$ cat src/rtl/inst_queue_pkg.sv
// Shared constants and types for the instruction queue.
//   XLEN       : instruction / address width
//   INST_NOP   : canonical NOP (addi x0, x0, 0) shown when the queue is empty
//   IQ_DEPTH   : default number of queue entries (power of two, >= 2)
//   IQ_PTR_W   : log2(IQ_DEPTH), read/write pointer width
//   IQ_CNT_W   : IQ_PTR_W+1, occupancy counter width (must hold 0..DEPTH)
//   iq_entry_t : one stored {inst, addr} pair
package inst_queue_pkg;

  localparam int XLEN = 32;
  localparam logic [XLEN-1:0] INST_NOP = 32'h0000_0013;

  localparam int IQ_DEPTH = 4;
  localparam int IQ_PTR_W = 2;
  localparam int IQ_CNT_W = IQ_PTR_W + 1;

  typedef struct packed {
    logic [XLEN-1:0] inst;
    logic [XLEN-1:0] addr;
  } iq_entry_t;

endpackage

$ cat src/rtl/inst_queue_ram.sv
// Storage array for the instruction queue: DEPTH x W registers with one
// synchronous write port and one asynchronous (combinational) read port.
// Contents are not reset; the pointer/count logic in inst_queue decides
// which entries are meaningful.
// Ports:
//   clk   : write clock
//   we    : write enable
//   waddr : write index
//   wdata : write data
//   raddr : read index
//   rdata : read data, combinational from raddr
module inst_queue_ram #(
  parameter int DEPTH = 4,
  parameter int PTR_W = 2,
  parameter int W     = 64
) (
  input  logic             clk,
  input  logic             we,
  input  logic [PTR_W-1:0] waddr,
  input  logic [W-1:0]     wdata,
  input  logic [PTR_W-1:0] raddr,
  output logic [W-1:0]     rdata
);

  logic [W-1:0] mem [DEPTH];

  always_ff @(posedge clk) begin
    if (we) begin
      mem[waddr] <= wdata;
    end
  end

  assign rdata = mem[raddr];

endmodule

$ cat src/rtl/inst_queue.sv
// Instruction queue between fetch and decode. Buffers fetched {inst, addr}
// pairs so decode stalls do not lose in-flight fetches, throttles fetch via
// pause, and drops everything on a jump flush.
//
// Handshake: on the input side an entry is offered whenever in_valid=1; it
// is taken at the rising edge unless flush=1 or the queue is full with no
// pop in the same cycle. Fetch is expected to honour pause, which rises one
// entry early to leave room for the fetch already in flight. On the output
// side the head transfers at the rising edge when out_valid=1 and
// out_ready=1; out_ready while out_valid=0 has no effect.
//
// Ports:
//   clk, rst           : clock, asynchronous active-low reset
//   flush              : jump taken; clears queue, discards same-cycle push
//   in_valid/inst/addr : fetched instruction offered this cycle
//   pause              : fetch must hold its pc while high
//   out_valid/inst/addr: queue head (NOP / 0 when empty)
//   out_ready          : decoder consumes the head this cycle
//   count              : current occupancy, 0..DEPTH
//   overflow           : sticky, a push was lost because the queue was full
module inst_queue
  import inst_queue_pkg::*;
#(
  parameter int DEPTH = IQ_DEPTH,
  parameter int PTR_W = IQ_PTR_W,
  parameter int CNT_W = IQ_CNT_W
) (
  input  logic             clk,
  input  logic             rst,
  input  logic             flush,
  input  logic             in_valid,
  input  logic [XLEN-1:0]  in_inst,
  input  logic [XLEN-1:0]  in_addr,
  output logic             pause,
  output logic             out_valid,
  output logic [XLEN-1:0]  out_inst,
  output logic [XLEN-1:0]  out_addr,
  input  logic             out_ready,
  output logic [CNT_W-1:0] count,
  output logic             overflow
);

  logic [PTR_W-1:0] wr_ptr;
  logic [PTR_W-1:0] rd_ptr;
  logic             full;
  logic             pop;
  logic             push;
  iq_entry_t        wr_entry;
  iq_entry_t        rd_entry;

  assign full = (count == CNT_W'(DEPTH));
  assign pop  = out_valid & out_ready;
  // A full queue can still accept a push when the head leaves in the same cycle.
  assign push = in_valid & ~flush & (~full | pop);

  assign wr_entry.inst = in_inst;
  assign wr_entry.addr = in_addr;

  inst_queue_ram #(
    .DEPTH (DEPTH),
    .PTR_W (PTR_W),
    .W     ($bits(iq_entry_t))
  ) u_ram (
    .clk   (clk),
    .we    (push),
    .waddr (wr_ptr),
    .wdata (wr_entry),
    .raddr (rd_ptr),
    .rdata (rd_entry)
  );

  always_ff @(posedge clk or negedge rst) begin
    if (!rst) begin
      wr_ptr   <= '0;
      rd_ptr   <= '0;
      count    <= '0;
      overflow <= 1'b0;
    end else if (flush) begin
      // Flush wins over push/pop; overflow keeps its sticky value.
      wr_ptr <= '0;
      rd_ptr <= '0;
      count  <= '0;
    end else begin
      if (push) begin
        wr_ptr <= wr_ptr + PTR_W'(1);
      end
      if (pop) begin
        rd_ptr <= rd_ptr + PTR_W'(1);
      end
      if (push && !pop) begin
        count <= count + CNT_W'(1);
      end else if (pop && !push) begin
        count <= count - CNT_W'(1);
      end
      if (in_valid && full && !pop) begin
        overflow <= 1'b1;
      end
    end
  end

  always_comb begin
    out_valid = (count != '0);
    out_inst  = INST_NOP;
    out_addr  = '0;
    if (out_valid) begin
      out_inst = rd_entry.inst;
      out_addr = rd_entry.addr;
    end
  end

  // One slot stays free for the fetch already issued when pause rises.
  assign pause = (count >= CNT_W'(DEPTH - 1));

endmodule
$ cat config.mk
export PLATFORM = sky130hd
export DESIGN_NAME = inst_queue
export DESIGN_NICKNAME = d
export VERILOG_FILES = /design/src/rtl/inst_queue_pkg.sv /design/src/rtl/inst_queue_ram.sv /design/src/rtl/inst_queue.sv
export SDC_FILE = /design/constraint.sdc
export NUM_CORES = 1
export LEC_CHECK = 0
export CAP_MARGIN = 20
export CELL_PAD_IN_SITES_DETAIL_PLACEMENT = 0
export CELL_PAD_IN_SITES_GLOBAL_PLACEMENT = 1
export CORE_MARGIN = 2
export CORE_UTILIZATION = 39
export DETAILED_ROUTE_END_ITERATION = 12
export PLACE_DENSITY = 0.76
export REMOVE_ABC_BUFFERS = 1
export SYNTH_ARGS = -nofsm -noshare
export SYNTH_HDL_FRONTEND = slang
export SYNTH_SLANG_ARGS = --single-unit
$ cat constraint.sdc
create_clock -name clk -period 3.5 [get_ports clk]
set_input_delay 0.525 -clock clk [delete_from_list [all_inputs] [get_ports clk]]
set_output_delay 0.525 -clock clk [all_outputs]
set_load 0.1 [all_outputs]
==> summary.txt <==
Compound-gate portion of the synthesized area -> 0.841%
Hold Crit Class -> primary input to async pin
Worst path bufs/invs -> 2
R2R setup slack -> 1.17 ns
Crit path max-delay family -> flip-flops
Crit Reg-Reg Startpoint -> count[1]$_DFFE_PN0P_
Seq/Total Area, Yosys -> 76.9%
Total GRT Usage -> 14.4%
Most area-consuming cells after synthesis -> edfxtp_1, mux4_2, and2_1
Global route hottest layer -> met2
R2R depth -> 7
Fin Hold WS -> 0.289 ns
Hold Fails Final Rpt -> 0
Max Root-Sink Buffers -> 3
Largest net degree at the start of global routing -> 65
Met2 usage -> 24.1%
Crit Reg-Reg Endpoint -> count[2]$_DFFE_PN0P_
First-pass GRT wire length -> 31,100 um
Total grt overflow -> 0
Iter 0 DRT Violations -> 325
Area leader, netlist -> edfxtp_1
Worst Path Max Fanout -> 32
Clk sink count -> 264
CTS Hold Bufs -> 0
WP depth -> 4
# port buffers -> 138
CTS H-tree depth -> 1
CP Capture Type -> primary output
Post-CTS sizing -> 0
Antenna viol nets, final -> 0
Fillers -> 2,073
Vias in the first global route -> 5,509
Crit path from -> rd_ptr[0]$_DFFE_PN0P_
I/O Pins -> 139
Initial Utilization -> 39.6%
Largest family of logic cells by synthesized area -> multiplexers
Tcrit/Tclk final -> 91.5%
Simple logic cell fraction of the synthesized area -> 5.23%
CTS root buffer -> clkbuf_16
Peak Freq -> 312 MHz
WL/cell -> 20.3 um
Drt pass-1 iters -> 4
Synthesized flop and latch total -> 264
Worst skew pair latency -> 0.54 ns
Post-synthesis adder-cell area fraction -> 0.683%
Nets -> 699
Netlist cell types -> 35
XOR/XNOR Fraction of Synth Area -> 0.256%
Placement Setup Slack -> 0.583 ns
RSZ-0062 raised after global routing -> no
Num CTS Buffers -> 27
Pins Over Slew Limit -> 0
Share of cells above drive strength 1 -> 31.1%
Crit-path max cell delay -> 0.86 ns
Final worst path period need -> 3.20 ns
CP dominant cell by count -> buf_4
Top cell type's share of synthesized area -> 74.9%
Cells after Synth -> 468
Post-route setup slack -> 0.296 ns
Mapped cell area -> 0.0103 mm2
YS warnings -> 0
Die height -> 166 um
Critical Path AT -> 2.68 ns
Syn avg cell area -> 21.9 um2
Worst endpoint required time -> 2.97 ns
GR Util met1 -> 19.4%
DR vias -> 4,900
Clk slew on worst S/H paths -> 0.06 ns
Area delta synth->final -> 25.5%
Core area -> 0.0259 mm2
Final WL -> 19,900 um
Worst path cell trace -> buf_4 -> mux4_2 -> and2_1 -> buf_4
Initial antenna violation count -> 1
Slowest cell on the critical path -> dfrtp_4
Status -> completed
Post-CTS Setup Bufs -> 0
Die Wd -> 166 um
Setup TNS -> 0 ns
Worst-Margin Slew -> 0.978 ns
HPWL Detailed -> 12,400 um
Grt met3 use -> 2.88%
Slew HR -> 34.6%
Setup Viol. Count Final -> 0
Via density -> 5.01
Crit path kind -> flop to primary output
Max Cap Violations -> 0
Global placer's final weighted congestion -> 0.693
Fin util -> 49.7%
Worst Skew -> 0.0154 ns
Post-synthesis mux area share -> 14.4%
CTS tree -> done
Startpoint types -> flop
Remaining routing DRC violations -> 0
Num rows -> 59
Worst setup path endpoint -> out_addr[1]
Die area -> 0.0276 mm2
[final cells by class]
| class | count | area (um2) | area share [%] |
|---|---|---|---|
| multi-input combinational | 172 | 2200 | 17.1 |
| sequential | 264 | 7900 | 61.3 |
| inverter | 7 | 26.3 | 0.204 |
| timing repair buffer | 153 | 1440 | 11.2 |
| tap | 335 | 419 | 3.26 |
| clock inverter | 17 | 198 | 1.54 |
| antenna | 1 | 2.50 | 0.0194 |
| clock buffer | 30 | 687 | 5.34 |
[layout by cell type (no fill, tap or decap), types with 6 or more instances in the layout]
cell type	instances
nor2_1	10
clkinv_2	6
buf_12	9
clkbuf_16	27
clkdlybuf4s50_1	71
edfxtp_1	256
and2_1	62
buf_4	73
mux4_2	64
dfrtp_1	6
inv_1	6
[stage by stage]
step,area (um2),cells
2_1_floorplan,10100,443
3_3_place_gp,12000,931
3_5_place_dp,12000,931
4_1_cts,12900,978
5_1_grt,12900,979
6_report,12900,979
[how the worst min path moves through the flow]
| stage | startpoint | endpoint | cells past startpoint |
|---|---|---|---|
| after floorplan | rst | count[0]$_DFFE_PN0P_ | 0 |
| after global placement | overflow$_DFFE_PN0P_ | overflow$_DFFE_PN0P_ | 1 |
| after detailed placement | overflow$_DFFE_PN0P_ | overflow$_DFFE_PN0P_ | 1 |
| after CTS | rst | overflow$_DFFE_PN0P_ | 1 |
| after global routing | rst | rd_ptr[1]$_DFFE_PN0P_ | 1 |
| final | rst | count[0]$_DFFE_PN0P_ | 1 |
[cells by family after synthesis]
group,count (synthesis)
flip-flops,264
AND/OR/NAND/NOR,86
multiplexers,67
buffers and inverters,32
AO/OA/AOI/OAI,11
adder cells (fa/ha/maj),5
XOR/XNOR,3
[cell usage after synthesis (all sizes together)]
cell      n
fa        1
clkbuf    9
nor4b     1
buf      16
xor2      2
xnor2     1
and2     66
o211ai    1
a221oi    1
edfxtp  256
mux2      3
a21oi     1
dfrtp     8
o311ai    1
o21a      1
ha        4
nor2     10
o31ai     1
o21ai     1
nand3b    1
a21o      1
mux4     64
nor3      2
a31o      1
nand2b    1
or2       3
a31oi     1
or3       1
o21bai    1
nand4b    1
inv       7
[flip-flops by register name (all words and copies together), names as in the netlist]
name	count
count	3
overflow	1
rd_ptr	2
u_ram.mem	256
wr_ptr	2
[layer usage]
layer	up-vias	part of all wire, %
met5	-	0
met1	2546	44
met2	129	49
met4	0	1.7
met3	27	4.5
li1	2198	-
[worst reg2reg max path: stages (launching register included)]
cell	delay (ns)
dfrtp_1	0.51
nor4b_4	0.39
nor3_1	0.17
and2_1	0.19
fa_1	0.41
nand2b_1	0.20
o211ai_1	0.20
a31oi_1	0.12
Power is left out: the tool's default activity adds up to more than one toggle a clock period on the data nets, which glitch-free logic cannot reach.
